## src/rtl/wino_pkg.sv

```systemverilog
// Shared types and constants for the Winograd tile scheduler.
// Stride selection lives here so the walker and the top agree on it.
package wino_pkg;
    localparam int IDX_W      = 9;
    localparam int OD_W       = 8;
    localparam int ID_W       = 4;
    localparam int TILE_DIM   = 6;
    localparam int STRIDE_1X1 = 6;
    localparam int STRIDE_3X3 = 4;

    typedef logic [IDX_W-1:0] idx_t;
    typedef logic [IDX_W:0]   idx_ext_t;
    typedef logic [OD_W-1:0]  od_t;
    typedef logic [ID_W-1:0]  id_t;

    typedef enum logic {
        SIZE_1X1 = 1'b0,
        SIZE_3X3 = 1'b1
    } size_type_e;

    typedef enum logic [1:0] {
        S_IDLE,
        S_LOAD_W,
        S_STREAM,
        S_FIN
    } sched_state_e;

    function automatic idx_ext_t stride_of(input size_type_e st);
        return (st == SIZE_3X3) ? idx_ext_t'(STRIDE_3X3) : idx_ext_t'(STRIDE_1X1);
    endfunction
endpackage

```

## src/rtl/wino_tile_walker.sv

```systemverilog
// Raster walk over input tiles: row/col origins, clipped window limits, pad and last-tile flags.
// Window outputs are combinational from the current origin; advance steps on the next edge.
module wino_tile_walker
    import wino_pkg::*;
(
    input  logic     clk,
    input  logic     rst,
    input  logic     clear,
    input  logic     advance,
    input  idx_t     total_height,
    input  idx_t     total_width,
    input  idx_ext_t stride,
    output idx_t     low_height,
    output idx_t     high_height,
    output idx_t     low_width,
    output idx_t     high_width,
    output logic     pad,
    output logic     last_tile
);
    idx_t     row_low;
    idx_t     col_low;
    idx_ext_t row_next;
    idx_ext_t col_next;
    idx_ext_t h_span;
    idx_ext_t w_span;
    idx_ext_t h_lim;
    idx_ext_t w_lim;
    logic     h_clip;
    logic     w_clip;
    logic     last_row;
    logic     last_col;

    // One extra bit keeps low+5 and low+stride from wrapping near 511.
    always_comb begin
        row_next = {1'b0, row_low} + stride;
        col_next = {1'b0, col_low} + stride;
        h_span   = {1'b0, row_low} + idx_ext_t'(TILE_DIM - 1);
        w_span   = {1'b0, col_low} + idx_ext_t'(TILE_DIM - 1);
        h_lim    = {1'b0, total_height} - idx_ext_t'(1);
        w_lim    = {1'b0, total_width} - idx_ext_t'(1);
        h_clip   = h_span > h_lim;
        w_clip   = w_span > w_lim;
        last_row = row_next >= {1'b0, total_height};
        last_col = col_next >= {1'b0, total_width};
    end

    assign low_height  = row_low;
    assign low_width   = col_low;
    assign high_height = h_clip ? h_lim[IDX_W-1:0] : h_span[IDX_W-1:0];
    assign high_width  = w_clip ? w_lim[IDX_W-1:0] : w_span[IDX_W-1:0];
    assign pad         = h_clip || w_clip;
    assign last_tile   = last_row && last_col;

    always_ff @(posedge clk or posedge rst) begin
        if (rst) begin
            row_low <= '0;
            col_low <= '0;
        end else if (clear) begin
            row_low <= '0;
            col_low <= '0;
        end else if (advance) begin
            if (last_col) begin
                col_low <= '0;
                row_low <= last_row ? '0 : row_next[IDX_W-1:0];
            end else begin
                col_low <= col_next[IDX_W-1:0];
            end
        end
    end
endmodule

```

## src/rtl/wino_tile_scheduler.sv

```systemverilog
// Sequences one Winograd layer: per (OD, ID) pair one weight request, then all input tiles.
// Payload outputs are forced to zero whenever their valid is low.
module wino_tile_scheduler
    import wino_pkg::*;
(
    input  logic             clk,
    input  logic             reset,
    input  logic             start,
    input  logic             cfg_size_type,
    input  logic [IDX_W-1:0] cfg_total_height,
    input  logic [IDX_W-1:0] cfg_total_width,
    input  logic [OD_W-1:0]  cfg_num_od,
    input  logic [ID_W-1:0]  cfg_num_id,
    output logic             busy,
    output logic             done,
    output logic             w_valid,
    input  logic             w_ready,
    output logic [OD_W-1:0]  w_od,
    output logic [ID_W-1:0]  w_id,
    output logic             size_type,
    output logic             in_valid,
    input  logic             in_ready,
    output logic [IDX_W-1:0] in_low_height_index,
    output logic [IDX_W-1:0] in_high_height_index,
    output logic [IDX_W-1:0] in_low_width_index,
    output logic [IDX_W-1:0] in_high_width_index,
    output logic             in_pad,
    output logic [OD_W-1:0]  in_od,
    output logic [ID_W-1:0]  in_id,
    output logic             in_first_id,
    output logic             in_last_id,
    output logic             in_last_tile
);
    sched_state_e state;
    sched_state_e state_nxt;
    size_type_e   size_q;
    idx_t         height_q;
    idx_t         width_q;
    od_t          num_od_q;
    od_t          od_q;
    id_t          num_id_q;
    id_t          id_q;
    logic         cfg_zero;
    logic         last_pair;
    logic         last_id;
    logic         walk_clear;
    logic         walk_adv;
    idx_t         walk_lh;
    idx_t         walk_hh;
    idx_t         walk_lw;
    idx_t         walk_hw;
    logic         walk_pad;
    logic         walk_last;

    assign cfg_zero  = (cfg_total_height == '0) || (cfg_total_width == '0) ||
                       (cfg_num_od == '0) || (cfg_num_id == '0);
    assign last_id   = id_q == (num_id_q - id_t'(1));
    assign last_pair = last_id && (od_q == (num_od_q - od_t'(1)));
    assign walk_adv  = in_valid && in_ready;

    always_ff @(posedge clk or posedge reset) begin
        if (reset) state <= S_IDLE;
        else       state <= state_nxt;
    end

    always_comb begin
        state_nxt  = state;
        busy       = 1'b0;
        done       = 1'b0;
        w_valid    = 1'b0;
        in_valid   = 1'b0;
        walk_clear = 1'b0;
        case (state)
            S_IDLE: begin
                if (start) begin
                    walk_clear = 1'b1;
                    state_nxt  = cfg_zero ? S_FIN : S_LOAD_W;
                end
            end
            S_LOAD_W: begin
                busy    = 1'b1;
                w_valid = 1'b1;
                if (w_ready) state_nxt = S_STREAM;
            end
            S_STREAM: begin
                busy     = 1'b1;
                in_valid = 1'b1;
                if (in_ready && walk_last) state_nxt = last_pair ? S_FIN : S_LOAD_W;
            end
            S_FIN: begin
                done      = 1'b1;
                state_nxt = S_IDLE;
            end
            default: state_nxt = S_IDLE;
        endcase
    end

    // Pair counters move only on the last tile of a pair; id wraps into od.
    always_ff @(posedge clk or posedge reset) begin
        if (reset) begin
            size_q   <= SIZE_1X1;
            height_q <= '0;
            width_q  <= '0;
            num_od_q <= '0;
            num_id_q <= '0;
            od_q     <= '0;
            id_q     <= '0;
        end else if (state == S_IDLE && start) begin
            size_q   <= size_type_e'(cfg_size_type);
            height_q <= cfg_total_height;
            width_q  <= cfg_total_width;
            num_od_q <= cfg_num_od;
            num_id_q <= cfg_num_id;
            od_q     <= '0;
            id_q     <= '0;
        end else if (walk_adv && walk_last && !last_pair) begin
            if (last_id) begin
                id_q <= '0;
                od_q <= od_q + od_t'(1);
            end else begin
                id_q <= id_q + id_t'(1);
            end
        end
    end

    wino_tile_walker u_walker (
        .clk          (clk),
        .rst          (reset),
        .clear        (walk_clear),
        .advance      (walk_adv),
        .total_height (height_q),
        .total_width  (width_q),
        .stride       (stride_of(size_q)),
        .low_height   (walk_lh),
        .high_height  (walk_hh),
        .low_width    (walk_lw),
        .high_width   (walk_hw),
        .pad          (walk_pad),
        .last_tile    (walk_last)
    );

    assign size_type            = size_q;
    assign w_od                 = w_valid ? od_q : '0;
    assign w_id                 = w_valid ? id_q : '0;
    assign in_low_height_index  = in_valid ? walk_lh : '0;
    assign in_high_height_index = in_valid ? walk_hh : '0;
    assign in_low_width_index   = in_valid ? walk_lw : '0;
    assign in_high_width_index  = in_valid ? walk_hw : '0;
    assign in_pad               = in_valid && walk_pad;
    assign in_od                = in_valid ? od_q : '0;
    assign in_id                = in_valid ? id_q : '0;
    assign in_first_id          = in_valid && (id_q == '0);
    assign in_last_id           = in_valid && last_id;
    assign in_last_tile         = in_valid && walk_last;
endmodule

```

## config.mk

```make
export PLATFORM = sky130hd
export DESIGN_NAME = wino_tile_scheduler
export DESIGN_NICKNAME = d
export VERILOG_FILES = /design/src/rtl/wino_pkg.sv /design/src/rtl/wino_tile_walker.sv /design/src/rtl/wino_tile_scheduler.sv
export SDC_FILE = /design/constraint.sdc
export NUM_CORES = 1
export LEC_CHECK = 0
export ABC_AREA = 1
export CELL_PAD_IN_SITES_DETAIL_PLACEMENT = 1
export CELL_PAD_IN_SITES_GLOBAL_PLACEMENT = 1
export CORE_MARGIN = 5
export CORE_UTILIZATION = 29
export DETAILED_ROUTE_END_ITERATION = 6
export PLACE_DENSITY_LB_ADDON = 0.1
export REMOVE_ABC_BUFFERS = 1
export SYNTH_ARGS = -nofsm -noshare
export SYNTH_HDL_FRONTEND = slang
export SYNTH_SLANG_ARGS = --single-unit
```

## constraint.sdc

```tcl
create_clock -name clk -period 3.95 [get_ports clk]
set_input_delay 0.79 -clock clk [delete_from_list [all_inputs] [get_ports clk]]
set_output_delay 0.79 -clock clk [all_outputs]
set_load 0.01 [all_outputs]
```

==> results of run 1 <==
## power groups by stage
stage,logic [µW],clock network (µW),registers [µW]
detailed placement,3200,0,1070
floorplan,1980,0,1030
finish,3450,916,1070
global route,3930,962,1110
CTS,3310,940,1060
global placement,3150,0,1060
## cell families (layout without fill, tap and decap cells)
logic type,Yosys count,count (layout),share of synthesized area (%)
buffers and inverters,184,325,13.4
xor gates and xnor gates,37,37,6.00
and+or+nand+nor,393,393,30.5
AOI/OAI and AO/OA,103,103,10.2
other,1,2,0.0694
adders and majority gates,50,50,11.6
DFF,61,61,28.3
## flip-flops by register name (all words and copies together), names as in the netlist
name and cells:
num_od_q 8, size_type 1, id_q 4, width_q 9, num_id_q 4, od_q 8
state 2, u_walker.low_height 8, u_walker.low_width 8, height_q 9
## metal layers
layer	part of all wire, %	wire length, µm	global-route usage [%]
met5	0	0	0
met4	1.3	236	5.08
met3	3.0	559	2.82
met2	49	9020	30.1
met1	47	8640	21.8
## final timing paths
path | from | to | slack, ns | cells after the start
hold reg to reg | height_q[8]$_DFFE_PP0P_ | height_q[8]$_DFFE_PP0P_ | 0.49 | 2
setup / recovery | height_q[2]$_DFFE_PP0P_ | in_high_height_index[3] | 0.10 | 16
min in group asynchronous | reset | height_q[0]$_DFFE_PP0P_ | 0.87 | 2
max in group asynchronous | reset | u_walker.low_width[5]$_DFFE_PP0P_ | 2.43 | 3
setup reg to reg | size_type$_DFFE_PP0P_ | u_walker.low_height[2]$_DFFE_PP0P_ | 0.36 | 24
hold / removal | height_q[8]$_DFFE_PP0P_ | height_q[8]$_DFFE_PP0P_ | 0.49 | 2
## Yosys cell counts, types with 4 or more instances
| master | n |
|---|---|
| a21oi_1 | 24 |
| buf_2 | 8 |
| buf_4 | 4 |
| clkbuf_1 | 13 |
| dfrtp_1 | 61 |
| ha_1 | 50 |
| inv_1 | 152 |
| inv_2 | 4 |
| nand2_1 | 223 |
| nand2_2 | 9 |
| nand3_1 | 43 |
| nand4_1 | 12 |
| nor2_1 | 77 |
| nor3_1 | 15 |
| o21ai_0 | 59 |
| o22ai_1 | 8 |
| or2_2 | 4 |
| xnor2_1 | 6 |
| xor2_1 | 31 |
## worst max-delay path, stage by stage (launching register included)
cell and delay [ns]:
dfrtp_1 0.40, buf_4 0.16, nor2_4 0.11, nand4_1 0.17
nor3_2 0.16, xor2_1 0.25, ha_1 0.29, nand2_2 0.10
nor2_1 0.07, o211ai_1 0.11, o2111ai_2 0.17, nand2_2 0.12
clkinv_2 0.08, buf_4 0.16, o21ai_0 0.15, nor2_1 0.05
buf_2 0.16
## cell type report
| cell class | count | area, µm² |
|---|---|---|
| repair buffers | 152 | 1330 |
| inverters | 157 | 593 |
| fillers | 2397 | 11100 |
| well taps | 234 | 293 |
| clock buffers | 13 | 280 |
| clock inverters | 3 | 65.1 |
| multi-input cells | 585 | 3300 |
| flip-flops and latches | 61 | 1530 |
## repair_timing
action / in CTS / in global routing
setup endpoints to repair: 20 / 19
pin swaps: 8 / 16
resized for setup: 33 / 68
setup buffers: 16 / 8
## metrics by stage
step	TNS, ns	cells	setup slack [ns]	instance area (µm²)
final	0	1205	0.100	7390
after global routing	-0.501	1205	-0.0975	7390
after CTS	-0.110	1197	-0.0462	7270
after detailed placement	-0.208	1165	-0.0527	6790
after global placement	-0.131	1165	-0.0471	6790
after floorplan	0	803	0.659	5270
==> results.toml, run 1 <==
[run_status]
status = "complete, no violations"

[clocking]
clk_path_buf_depth = 2
cts_root_buf = "clkbuf_16"
cts_tree = "done"
ctsHoldBuffers = 0
clock-sinks = 61
path_clk_slew_ns = 0.05
tritoncts.num_buffers = 9
clkLatencyLatePin_ns = 0.34
htree_num_levels = 3

[synthesis]
synth_area_per_cell_um2 = 6.52
synth.distinct_cells = 35
synth-async-reset-ratio_pct = 100
synth_area_mm2 = 0.00540
yosysSeqAreaShare_pct = 28.3
synth-edff-count = 0
synth_flop_cell = "dfrtp_1"
netlist.area_leader.share_pct = 28.3
synthCells = 829
ys_warn_count = 0
synth_top_area_cell = "dfrtp_1"
synthTopCellsByArea = "dfrtp_1, nand2_1, ha_1"
yosys_register_bits = 61

[cells_and_area]
final_cell_mix = "nand2_1, inv_1, clkdlybuf4s50_1"
layout_commonest_cell = "nand2_1"
fin_nets = 1052
final_util_pct = 39.9
syn_to_final_growth_pct = 36.8
antenna_cells = 0
drive_above_1_share_pct = 14.6

[route]
dr.pass1.iters = 4
wl_per_cell_um = 15.3
drc = 0
drt_wl_total_mm = 18.5
num_vias = 5559
vias_per_cell = 4.61
first_iter_violations = 183
drtAntennaViolNets = 0

[grt]
antenna_found_initial = 0
grt_max_degree = 35
grt_pass1_vias = 5860
grt_pass1_wl_mm = 30.0
grt_overflow = 0
grt_util_all_layers_pct = 17.2

[run]
max_cap_viol_count = 0

[power_and_ir_drop]
p_leak_uw = 0.00402
p_int_uw = 2850
power_frac_seq_pct = 19.7
switchingPower_uw = 2590
ir_drop_v = 0.000253
swShare_pct = 47.7
power.density_mw_per_mm2 = 736
pwr-share-comb_pct = 63.4
power_frac_clock_pct = 16.8
p_total_uw = 5440

[floorplan]
start_util_pct = 29.2
rows = 50
die_h_um = 146
core_area_mm2 = 0.0185
io_pins = 105
die_w_um = 146
die-area_mm2 = 0.0215

[worst_setup_path]
start_kind = "flop"
crit_arrival_ns = 3.06
critical_path_required_ns = 3.16
crit_fanout = 6
endpoint_kind = "primary output"
crit_type = "reg -> out"

[sta]
setup_viol = 0
hold_violations = 0
worst_pin_slew_ns = 0.679
fmax_ghz = 0.260
skew_ns = 0.00607
max-slew-margin-rel_pct = 54.6
holdWs_ns = 0.494
slew_violations = 0
rsz0062_at_grt = "yes"
period_minus_slack_ns = 3.85
fin_crit_sh_pct = 97.5

[hold_path]
hold_class = "reg -> reg"

[placed_design]
place.gp.congestion = 0.789
portBuffers = 102
dp_hpwl_mm = 14.3
(Power assumes the default switching activity.)
==> run 2, diff against run 1 <==
--- a/config.mk
+++ b/config.mk
@@ -9,7 +9,7 @@
 export CELL_PAD_IN_SITES_DETAIL_PLACEMENT = 1
 export CELL_PAD_IN_SITES_GLOBAL_PLACEMENT = 1
 export CORE_MARGIN = 5
-export CORE_UTILIZATION = 29
+export CORE_UTILIZATION = 37
 export DETAILED_ROUTE_END_ITERATION = 6
 export PLACE_DENSITY_LB_ADDON = 0.1
 export REMOVE_ABC_BUFFERS = 1
==> run 2 against run 1 <==
Critical endpoint is now in_high_height_index[0]. Hold slack worse by 0.0073 ns. Largest cell class unchanged. Combinational power grew 5%. Power up 1.4%. Fmax fell by 1.3%. Largest power group unchanged. Critical path depth fell by 2.
==> results.toml, run 2 (synthesis results as in run 1) <==
[sta]
max-slew-margin-rel_pct = 58.8
period_minus_slack_ns = 3.90
setup_viol = 0
rsz0062_at_grt = "yes"
fmax_ghz = 0.256
hold_violations = 0
setup_tns_ns = 0
slew_violations = 0
setup_slack_ns = 0.0498
fin_crit_sh_pct = 98.7
skew_ns = 0.00531
worst_pin_slew_ns = 0.617

[floorplan]
start_util_pct = 37.4
rows = 44
die_h_um = 131
io_pins = 105
die_w_um = 131
core_area_mm2 = 0.0144
die-area_mm2 = 0.0171

[run]
max_cap_viol_count = 0

[run_status]
status = "complete, no violations"

[cells_and_area]
antenna_cells = 0
nFillCells = 1879
drive_above_1_share_pct = 14.9
layout_commonest_cell = "nand2_1"
final_util_pct = 50.8
fin_nets = 1048
reg_top3 = "height_q: 9 flops, width_q: 9 flops"
syn_to_final_growth_pct = 35.7
final_cell_mix = "nand2_1, inv_1, clkdlybuf4s50_1"
final_cells = 1148

[worst_setup_path]
crit_type = "reg -> out"
start_kind = "flop"
endpoint_kind = "primary output"
critical_path_required_ns = 3.16
reg2reg_from = "size_type$_DFFE_PP0P_"
crit_fanout = 4
cp-startpoint = "height_q[2]$_DFFE_PP0P_"
crit_arrival_ns = 3.11

[route]
first_iter_violations = 241
drt_wl_total_mm = 19.2
dr.pass1.iters = 4
wl_per_cell_um = 16.7
num_vias = 5792
vias_per_cell = 5.05
drtAntennaViolNets = 0
drc = 0

[placed_design]
portBuffers = 102
dp_hpwl_mm = 14.6
dp_cells = 1110
place.gp.congestion = 0.901
pre_cts_ws_ns = -0.112

[grt]
grt_overflow = 0
use_met2_pct = 40.0
antenna_found_initial = 0
grt_busiest_layer = "met2"
grt_util_all_layers_pct = 22.6
grt_pass1_vias = 6176
grt_use_met1_pct = 27.7
grt_max_degree = 29
grtUsageMet3_pct = 3.21
grt_pass1_wl_mm = 30.4

[clocking]
clkLatencyLatePin_ns = 0.34
tritoncts.num_buffers = 9
cts_tree = "done"
clock-sinks = 61
ctsHoldBuffers = 0
clk_path_buf_depth = 2
htree_num_levels = 3
cts_root_buf = "clkbuf_16"
path_clk_slew_ns = 0.05

[power_and_ir_drop]
power.density_mw_per_mm2 = 753
p_leak_uw = 0.00400
ir_drop_v = 0.000234
p_total_uw = 5520

[hold_path]
hp-start = "height_q[8]$_DFFE_PP0P_"
hold_class = "reg -> reg"
## run 2: path summary, 6_finish.rpt
kind | depth (start not counted) | slack (ns) | endpoint
hold / removal | 2 | 0.49 | height_q[8]$_DFFE_PP0P_
min in group asynchronous | 2 | 0.81 | num_od_q[3]$_DFFE_PP0P_
max in group asynchronous | 3 | 2.42 | width_q[6]$_DFFE_PP0P_
hold reg to reg | 2 | 0.49 | height_q[8]$_DFFE_PP0P_
setup / recovery | 14 | 0.05 | in_high_height_index[0]
setup reg to reg | 24 | 0.30 | u_walker.low_height[5]$_DFFE_PP0P_
## run 2: power by group
part / total, µW / leakage [µW] / switching [µW] / internal [µW]
clock: 797 / 0.000143 / 287 / 510
combinational: 3630 / 0.00306 / 2230 / 1400
sequential: 1090 / 0.000789 / 242 / 847
total: 5520 / 0.00400 / 2760 / 2760
## run 2: per-layer routing
| layer | vias to the layer above | wire length (µm) |
|---|---|---|
| met5 | - | 0 |
| met4 | 0 | 439 |
| met3 | 26 | 724 |
| met2 | 126 | 9910 |
| met1 | 2797 | 8160 |
| li1 | 2843 | - |
## run 2: critical path: stages (launching register included)
cell	delay, ns
dfrtp_1	0.38
buf_4	0.15
nor2_1	0.14
nand4_1	0.17
nor3_2	0.21
xor2_1	0.24
ha_1	0.29
nand2_2	0.12
nor2_4	0.06
o211ai_1	0.09
o2111ai_2	0.17
buf_4	0.17
buf_4	0.13
a21oi_1	0.16
dlygate4sd2_1	0.29
## run 2: layout make-up
class                           instances  area [µm²]  share of cell area (%)
Tap cell                              184         230                    3.14
Inverter                              157         594                    8.11
Timing Repair Buffer                  148        1320                    18.1
Multi-Input combinational cell        585        3370                    45.9
Sequential cell                        61        1530                    20.8
Clock buffer                           11         253                    3.45
Clock inverter                          2        35.0                   0.478
## run 2: metrics by stage
step,cell area (µm²),hold slack [ns]
after CTS,7170,0.495
final,7330,0.487
after global routing,7330,0.536
after floorplan,5270,0.453
after global placement,6690,0.473
after detailed placement,6690,0.482
## run 2: repair_timing
| action | in CTS | in global routing |
|---|---|---|
| hold endpoints to repair | 0 | 0 |
| endpoints found under the setup margin | 19 | 22 |
| resized for setup | 53 | 64 |
| gates cloned | 0 | 0 |
| setup buffers | 17 | 8 |
| pin swaps | 8 | 23 |
